===== src/rtl/feed_msg_decoder.sv =====
// Market-data message decoder: validates fixed 10-byte ADD messages from a byte stream
// and emits {price, quantity} beats with a side flag; counts good and dropped messages.
module feed_msg_decoder #(
    parameter int unsigned MSG_BYTES = 10,
    parameter logic [7:0]  TYPE_ADD  = 8'h41,
    parameter logic [7:0]  SIDE_BID  = 8'h42,
    parameter logic [7:0]  SIDE_ASK  = 8'h53
) (
    input  logic        clk,
    input  logic        rst,
    input  logic [7:0]  s_tdata,
    input  logic        s_tvalid,
    input  logic        s_tlast,
    output logic        s_tready,
    output logic [63:0] m_tdata,
    output logic        m_tside,
    output logic        m_tvalid,
    input  logic        m_tready,
    output logic [31:0] msg_count,
    output logic [15:0] err_count
);

    localparam logic [3:0] LAST_IDX = 4'(MSG_BYTES - 1);

    typedef enum logic [1:0] {
        HDR,
        BODY,
        DROP
    } state_t;

    state_t      state, state_nxt;
    logic [3:0]  idx, idx_nxt;
    logic [55:0] asm_data;
    logic        asm_side;
    logic        accept;
    logic        err;
    logic        load;
    logic        side_bad;

    // Only the final byte can stall, and only when the holding register cannot drain.
    assign s_tready = !((state == BODY) && (idx == LAST_IDX) && m_tvalid && !m_tready);
    assign accept   = s_tvalid && s_tready;
    assign side_bad = (s_tdata != SIDE_BID) && (s_tdata != SIDE_ASK);

    always_comb begin
        state_nxt = state;
        idx_nxt   = idx;
        err       = 1'b0;
        load      = 1'b0;
        if (accept) begin
            case (state)
                HDR: begin
                    if (s_tdata != TYPE_ADD) begin
                        err = 1'b1;
                        if (!s_tlast) state_nxt = DROP;
                    end else if (s_tlast) begin
                        err = 1'b1;
                    end else begin
                        state_nxt = BODY;
                        idx_nxt   = 4'd1;
                    end
                end
                BODY: begin
                    // Any error leaves BODY, so a message reaching the last byte is clean.
                    if (idx == 4'd1 && side_bad) begin
                        err       = 1'b1;
                        state_nxt = s_tlast ? HDR : DROP;
                        idx_nxt   = '0;
                    end else if (idx == LAST_IDX) begin
                        if (s_tlast) begin
                            load      = 1'b1;
                            state_nxt = HDR;
                        end else begin
                            err       = 1'b1;
                            state_nxt = DROP;
                        end
                        idx_nxt = '0;
                    end else if (s_tlast) begin
                        err       = 1'b1;
                        state_nxt = HDR;
                        idx_nxt   = '0;
                    end else begin
                        idx_nxt = idx + 4'd1;
                    end
                end
                DROP: begin
                    if (s_tlast) state_nxt = HDR;
                end
                default: begin
                    state_nxt = HDR;
                    idx_nxt   = '0;
                end
            endcase
        end
    end

    always_ff @(posedge clk) begin
        if (rst) begin
            state     <= HDR;
            idx       <= '0;
            asm_data  <= '0;
            asm_side  <= 1'b0;
            m_tdata   <= '0;
            m_tside   <= 1'b0;
            m_tvalid  <= 1'b0;
            msg_count <= '0;
            err_count <= '0;
        end else begin
            state <= state_nxt;
            idx   <= idx_nxt;
            if (accept && state == BODY && idx != LAST_IDX) begin
                if (idx == 4'd1) asm_side <= (s_tdata == SIDE_BID);
                else             asm_data <= {asm_data[47:0], s_tdata};
            end
            if (load) begin
                m_tdata   <= {asm_data, s_tdata};
                m_tside   <= asm_side;
                m_tvalid  <= 1'b1;
                msg_count <= msg_count + 32'd1;
            end else if (m_tvalid && m_tready) begin
                m_tvalid <= 1'b0;
            end
            if (err && err_count != '1) err_count <= err_count + 16'd1;
        end
    end

endmodule


===== config.mk =====
export PLATFORM = sky130hd
export DESIGN_NAME = feed_msg_decoder
export DESIGN_NICKNAME = d
export VERILOG_FILES = /design/src/rtl/feed_msg_decoder.sv
export SDC_FILE = /design/constraint.sdc
export NUM_CORES = 1
export LEC_CHECK = 0
export CORE_MARGIN = 3
export CORE_UTILIZATION = 30
export DETAILED_ROUTE_END_ITERATION = 6
export HOLD_SLACK_MARGIN = 0.08
export PLACE_DENSITY = 0.47
export SLEW_MARGIN = 20
export SYNTH_ARGS = -nofsm -noshare
export SYNTH_HDL_FRONTEND = slang
export SYNTH_SLANG_ARGS = --single-unit

===== constraint.sdc =====
create_clock -name clk -period 5.7 [get_ports clk]
set_input_delay 0.855 -clock clk [delete_from_list [all_inputs] [get_ports clk]]
set_output_delay 0.855 -clock clk [all_outputs]
set_load 0.1 [all_outputs]

==> impl_metrics.json, run 1 <==
{
  "run_status": "finished, final reports clean",
  "drive_gt1_share_pct": 6.37,
  "rsz0062_at_grt": "false",
  "syn_nets": 916,
  "start_util_pct": 30.7,
  "portBuffers": 127,
  "min_path_type": "register to register",
  "root_buffer": "clkbuf_16",
  "pin_count": 128,
  "cts_tree": "done",
  "holdBufCountCts": 0,
  "remaining_drc_errors": 0,
  "leakage_nw": 2.94,
  "path_clk_slew_ns": 0.08,
  "die_area_sq_mm": 0.0260,
  "place_congestion": 0.739,
  "fin_nets": 1010,
  "grt_pass1_wl_um": 31600,
  "peakVddDrop_mv": 0.197,
  "finClkSkew_ns": 0.0129,
  "areaGrowthSynthToFinish_pct": 29.2,
  "vias": 6355,
  "ys_warn_count": 0,
  "period_minus_slack_ns": 3.64,
  "first_global_vias": 5961,
  "power_density_mw_per_mm2": 271,
  "grt_use_total_pct": 14.8,
  "synthCells": 898,
  "hold_violations": 0,
  "worstMarginPinSlew_ns": 1.02,
  "rows": 56,
  "via_per_inst": 4.80,
  "critPathCaptureType": "register",
  "syn_area_per_cell_sq_um": 8.07,
  "ys.flop_type": "dfxtp_1",
  "path_max_fanout": 47,
  "cts_buffer_depth": 2,
  "routedWlPerCell_um": 14.4,
  "cts_resized": 0,
  "ys_seq_elements": 177,
  "cp.arrival_ns": 3.99,
  "hpwl_um": 12200,
  "utilization_pct": 39.6,
  "maxCapViolCount": 0,
  "drt_pass1_iterations": 4,
  "ys_types": 60,
  "fmax_ghz": 0.275,
  "clock_latency_ns": 0.43,
  "slew_viol_final": 0,
  "fillCellCount": 2452,
  "overflow": 0,
  "fin_crit_sh_pct": 63.8,
  "yosysSeqAreaShare_pct": 48.9,
  "syn_area_sq_mm": 0.00724,
  "worstSetupPathType": "input port to register",
  "fp.dieH_um": 161,
  "drt_iter0_drc": 382,
  "htreeDepth": 4,
  "crit_required_ns": 6.05,
  "antenna_left": 0,
  "wl_um": 19100,
  "grt_max_degree": 115,
  "numCtsBuffers": 17,
  "total_power_mw": 2.53,
  "core_sq_mm": 0.0236,
  "n_antenna_cell": 0,
  "fin_setup_tns_ns": 0,
  "synth_edf_count": 0,
  "synthArstFlopShare_pct": 0,
  "antenna_found_initial": 0,
  "finalSetupViolations": 0,
  "slew_headroom_pct": 32.1,
  "post-cts-setup-buffers": 0,
  "die_w_um": 161,
  "setup.worst_path.start_class": "input port",
  "cts.sinks": 177
}
-- routing by layer --
layer  GRT usage, %  vias to the layer above  wire length (um)
met2           22.2                      110              8630
met3           3.41                       13               838
met4           4.34                        0               222
met1           21.2                     2960              9430
li1               -                     3272                 -
met5              0                        -                 0
-- worst paths after layout --
path / from / endpoint / slack (ns) / cells after the start
max: s_tlast / m_tdata[9]$_SDFFE_PP0P_ / 2.06 / 8
min: asm_data[55]$_SDFFE_PP0P_ / m_tdata[63]$_SDFFE_PP0P_ / 0.45 / 2
max reg2reg: idx[0]$_SDFFE_PP0P_ / m_tdata[9]$_SDFFE_PP0P_ / 2.16 / 9
min reg2reg: asm_data[55]$_SDFFE_PP0P_ / m_tdata[63]$_SDFFE_PP0P_ / 0.45 / 2
-- cell usage in the layout, fill, tap and decap left out, drive strengths merged, types with 7 or more instances in the layout --
cell | Yosys | routed
nor2b | 7 | 7
and3 | 7 | 7
nor2 | 39 | 39
a21oi | 153 | 153
clkbuf | 33 | 18
clkdlybuf4s50 | 0 | 126
nand2 | 263 | 263
buf | 26 | 8
nand3 | 24 | 24
o21ai | 7 | 7
nor3 | 11 | 11
or4 | 18 | 18
dfxtp | 177 | 177
xor2 | 18 | 18
nand4 | 20 | 20
o31ai | 19 | 19
inv | 10 | 16
-- final cells by class --
| cell class | count | area, sq um | share of cell area [%] |
|---|---|---|---|
| Timing Repair Buffer | 134 | 1330 | 14.2 |
| Multi-Input combinational cell | 652 | 3420 | 36.6 |
| Tap cell | 319 | 399 | 4.26 |
| Clock inverter | 14 | 193 | 2.06 |
| Sequential cell | 177 | 3540 | 37.9 |
| Clock buffer | 18 | 439 | 4.69 |
| Inverter | 10 | 37.5 | 0.401 |
-- cell families (layout without fill, tap and decap cells) --
family                   after synthesis  in the layout  share of synthesized area, %
AND/OR/NAND/NOR                      425            425                          27.5
AO/OA/AOI/OAI                        196            196                          15.5
flip-flops                           177            177                          48.9
buffers and inverters                 69            176                          3.99
XOR/XNOR                              23             23                          2.78
adder cells (fa/ha/maj)                5              5                         0.864
multiplexers                           3              3                         0.466
-- metrics by stage --
stage,instances,setup WS (ns),instance area [sq um],hold slack (ns)
final,1324,2.06,9360,0.452
after global routing,1324,1.73,9360,0.475
after CTS,1324,2.02,9360,0.456
after detailed placement,1292,1.60,8730,0.445
after global placement,1292,1.64,8730,0.443
after floorplan,898,2.97,7240,0.432
-- cell usage after synthesis, types with 2 or more instances --
master     number  area (sq um)
xnor2_1         5          43.8
and2_1          2          12.5
and4_1          3          26.3
ha_1            5          62.6
nand2_2         2          12.5
a2bb2oi_1       2          17.5
o2111ai_1       3          26.3
dfxtp_1       177          3540
nand3b_1        2          15.0
nand4b_1        3          26.3
nand2b_1        2          12.5
a21oi_1       152           761
or4b_1          2          20.0
nor2_1         39           146
nand3_1        23           115
nor3_1         10          50.1
clkbuf_1       32           120
nand4_1        19           119
buf_2          17          85.1
nor3b_1         2          15.0
or4_1          18           135
or3_1           5          31.3
nand2_1       261           980
nor2b_1         7          43.8
buf_1           7          26.3
inv_1          10          37.5
buf_4           2          15.0
nor4_1          4          25.0
o31ai_1        19           143
or2_2           2          12.5
a311oi_1        2          17.5
xor2_1         18           158
mux2_2          3          33.8
o21ai_0         6          30.0
and3_1          7          43.8
-- critical path: stages --
cell	delay [ns]
clkdlybuf4s50_1	0.61
ha_1	0.19
nand4b_1	0.23
a21oi_2	0.62
and2_2	0.91
buf_4	0.35
nand2_1	0.07
a21oi_1	0.13
-- power breakdown --
group,total (mW),internal [mW],switching (mW),leakage [nW]
registers,1.24,1.24,0.00225,1.43
clock network,1.23,0.683,0.551,0.302
logic,0.0600,0.0161,0.0440,1.22
total,2.53,1.94,0.598,2.94
-- sequential cells by signal (all words and copies together) (netlist names) --
signal,count
m_tvalid,1
err_count,16
idx,4
m_tside,1
asm_data,56
msg_count,32
m_tdata,64
state,2
asm_side,1
No activity file was read; power rests on OpenSTA's default activity.
==> inputs of run 2 (changes only) <==
==> constraint.sdc (replaced) <==
create_clock -name clk -period 3.75 [get_ports clk]
set_input_delay 0.5625 -clock clk [delete_from_list [all_inputs] [get_ports clk]]
set_output_delay 0.5625 -clock clk [all_outputs]
set_load 0.1 [all_outputs]
==> run 2 against run 1 <==
Power rose by 49%; sequential share of layout area is 0.12 points lower; register-to-register slack lost 1.4 ns; global-route usage barely moved; first-iteration DRC count shrank 8.6%; non-clock buffer count is 3 higher; clock power grew 46%; clock-buffer cell count up 1; die area did not move; cell area up 0.32%.
==> impl_metrics.json, run 2 (synthesized netlist as in run 1, its figures left out) <==
{
  "run_status": "finished, final reports clean",
  "clock_latency_ns": 0.42,
  "grt_max_degree": 111,
  "wl_um": 19100,
  "portBuffers": 127,
  "rr_worst_depth": 9,
  "setup.worst_path.start_class": "register",
  "fin_crit_sh_pct": 80.6,
  "first_global_vias": 6192,
  "fmax_ghz": 0.331,
  "largest_registers": "m_tdata (64), asm_data (56), msg_count (32)",
  "mostFrequentLayoutCell": "nand2_1",
  "routedWlPerCell_um": 14.4,
  "fin_nets": 1013,
  "cts_tree": "done",
  "finalSetupViolations": 0,
  "min_path_type": "register to register",
  "regToRegSetupSlack_ns": 0.73,
  "overflow": 0,
  "max_flop_register": "m_tdata",
  "leakage_nw": 2.96,
  "hold_path_depth": 2,
  "grt_pass1_wl_um": 31700,
  "core_sq_mm": 0.0236,
  "drt_iter0_drc": 349,
  "final_cell_mix": "nand2_1, dfxtp_1, a21oi_1",
  "cp.arrival_ns": 3.34,
  "crit_required_ns": 4.07,
  "fp.dieH_um": 161,
  "place_congestion": 0.779,
  "path_max_fanout": 29,
  "worstMarginPinSlew_ns": 1.01,
  "slew_headroom_pct": 32.2,
  "rsz0062_at_grt": "false",
  "fillCellCount": 2512,
  "hold_violations": 0,
  "pin_count": 128,
  "root_buffer": "clkbuf_16",
  "peakVddDrop_mv": 0.233,
  "slew_viol_final": 0,
  "cts_buffer_depth": 2,
  "n_antenna_cell": 0,
  "maxCapViolCount": 0,
  "die_area_sq_mm": 0.0260,
  "numCtsBuffers": 17,
  "hpwl_um": 12200,
  "vias": 6353,
  "fin_setup_tns_ns": 0,
  "period_minus_slack_ns": 3.02,
  "cts.sinks": 177,
  "placed_area_sq_mm": 0.00880,
  "path_clk_slew_ns": 0.07,
  "fin_area_sq_mm": 0.00939,
  "rows": 56,
  "fin_cells": 1327,
  "antenna_left": 0,
  "largest_reg_flops": 64,
  "finClkSkew_ns": 0.0110,
  "areaGrowthSynthToFinish_pct": 29.6,
  "start_util_pct": 30.7,
  "antenna_found_initial": 0,
  "dp.cells": 1295,
  "grt_use_total_pct": 14.8,
  "drive_gt1_share_pct": 6.75,
  "holdBufCountCts": 0,
  "die_w_um": 161,
  "power_density_mw_per_mm2": 402,
  "remaining_drc_errors": 0,
  "via_per_inst": 4.79,
  "worstSetupPathType": "register to register",
  "post-cts-setup-buffers": 0,
  "drt_pass1_iterations": 4,
  "htreeDepth": 4,
  "cts_resized": 0,
  "critPathCaptureType": "register"
}
-- run 2: cell count changes in the layout (fill, tap and decap cells not counted) --
cell and delta:
clkdlybuf4s50_1 -1, inv_8 +1, clkbuf_8 +1, clkinv_2 +1, buf_12 +4, inv_6 +1, clkinv_8 -3, bufinv_16 -1
-- run 2: final timing paths --
path	end	startpoint
setup / recovery	err_count[7]$_SDFFE_PP0P_	idx[1]$_SDFFE_PP0P_
hold / removal	m_tdata[57]$_SDFFE_PP0P_	asm_data[49]$_SDFFE_PP0P_
setup reg to reg	err_count[7]$_SDFFE_PP0P_	idx[1]$_SDFFE_PP0P_
hold reg to reg	m_tdata[57]$_SDFFE_PP0P_	asm_data[49]$_SDFFE_PP0P_
-- run 2: layout make-up --
| cell class | count | area [sq um] | share of cell area [%] |
|---|---|---|---|
| Multi-Input combinational cell | 652 | 3420 | 36.4 |
| Clock inverter | 13 | 139 | 1.48 |
| Tap cell | 319 | 399 | 4.25 |
| Timing Repair Buffer | 137 | 1400 | 14.9 |
| Sequential cell | 177 | 3540 | 37.7 |
| Clock buffer | 19 | 453 | 4.82 |
| Inverter | 10 | 37.5 | 0.400 |
-- run 2: critical path, cell delays in order (launching register included) --
cell and delay, ns:
dfxtp_1 0.38, inv_1 0.06, ha_1 0.19, and3b_1 0.26
ha_1 0.30, nand2b_1 0.12, nor2_1 0.05, a2111o_1 0.74
nor4_1 0.41, mux2_2 0.38
-- run 2: metal layers --
metal / vias up / global-route usage (%) / share of wire (%)
li1: 3288 / - / -
met1: 2956 / 20.4 / 50
met2: 96 / 23.1 / 45
met3: 13 / 4.08 / 4.2
met4: 0 / 3.64 / 0.88
met5: - / 0 / 0
-- run 2: power breakdown --
group | switching [mW] | internal [mW]
registers | 0.00346 | 1.88
logic | 0.0667 | 0.0259
clock network | 0.817 | 0.978
-- run 2: per-stage QoR --
step | worst slack (ns) | total power, mW | hold slack, ns | utilization, %
after floorplan | 1.06 | 1.99 | 0.432 | -
after global placement | 0.516 | 2.02 | 0.440 | 37.3
after detailed placement | 0.478 | 2.02 | 0.444 | 37.3
after CTS | 0.718 | 3.84 | 0.452 | 39.8
after global routing | 0.483 | 3.92 | 0.472 | 39.8
final | 0.729 | 3.77 | 0.450 | 39.8
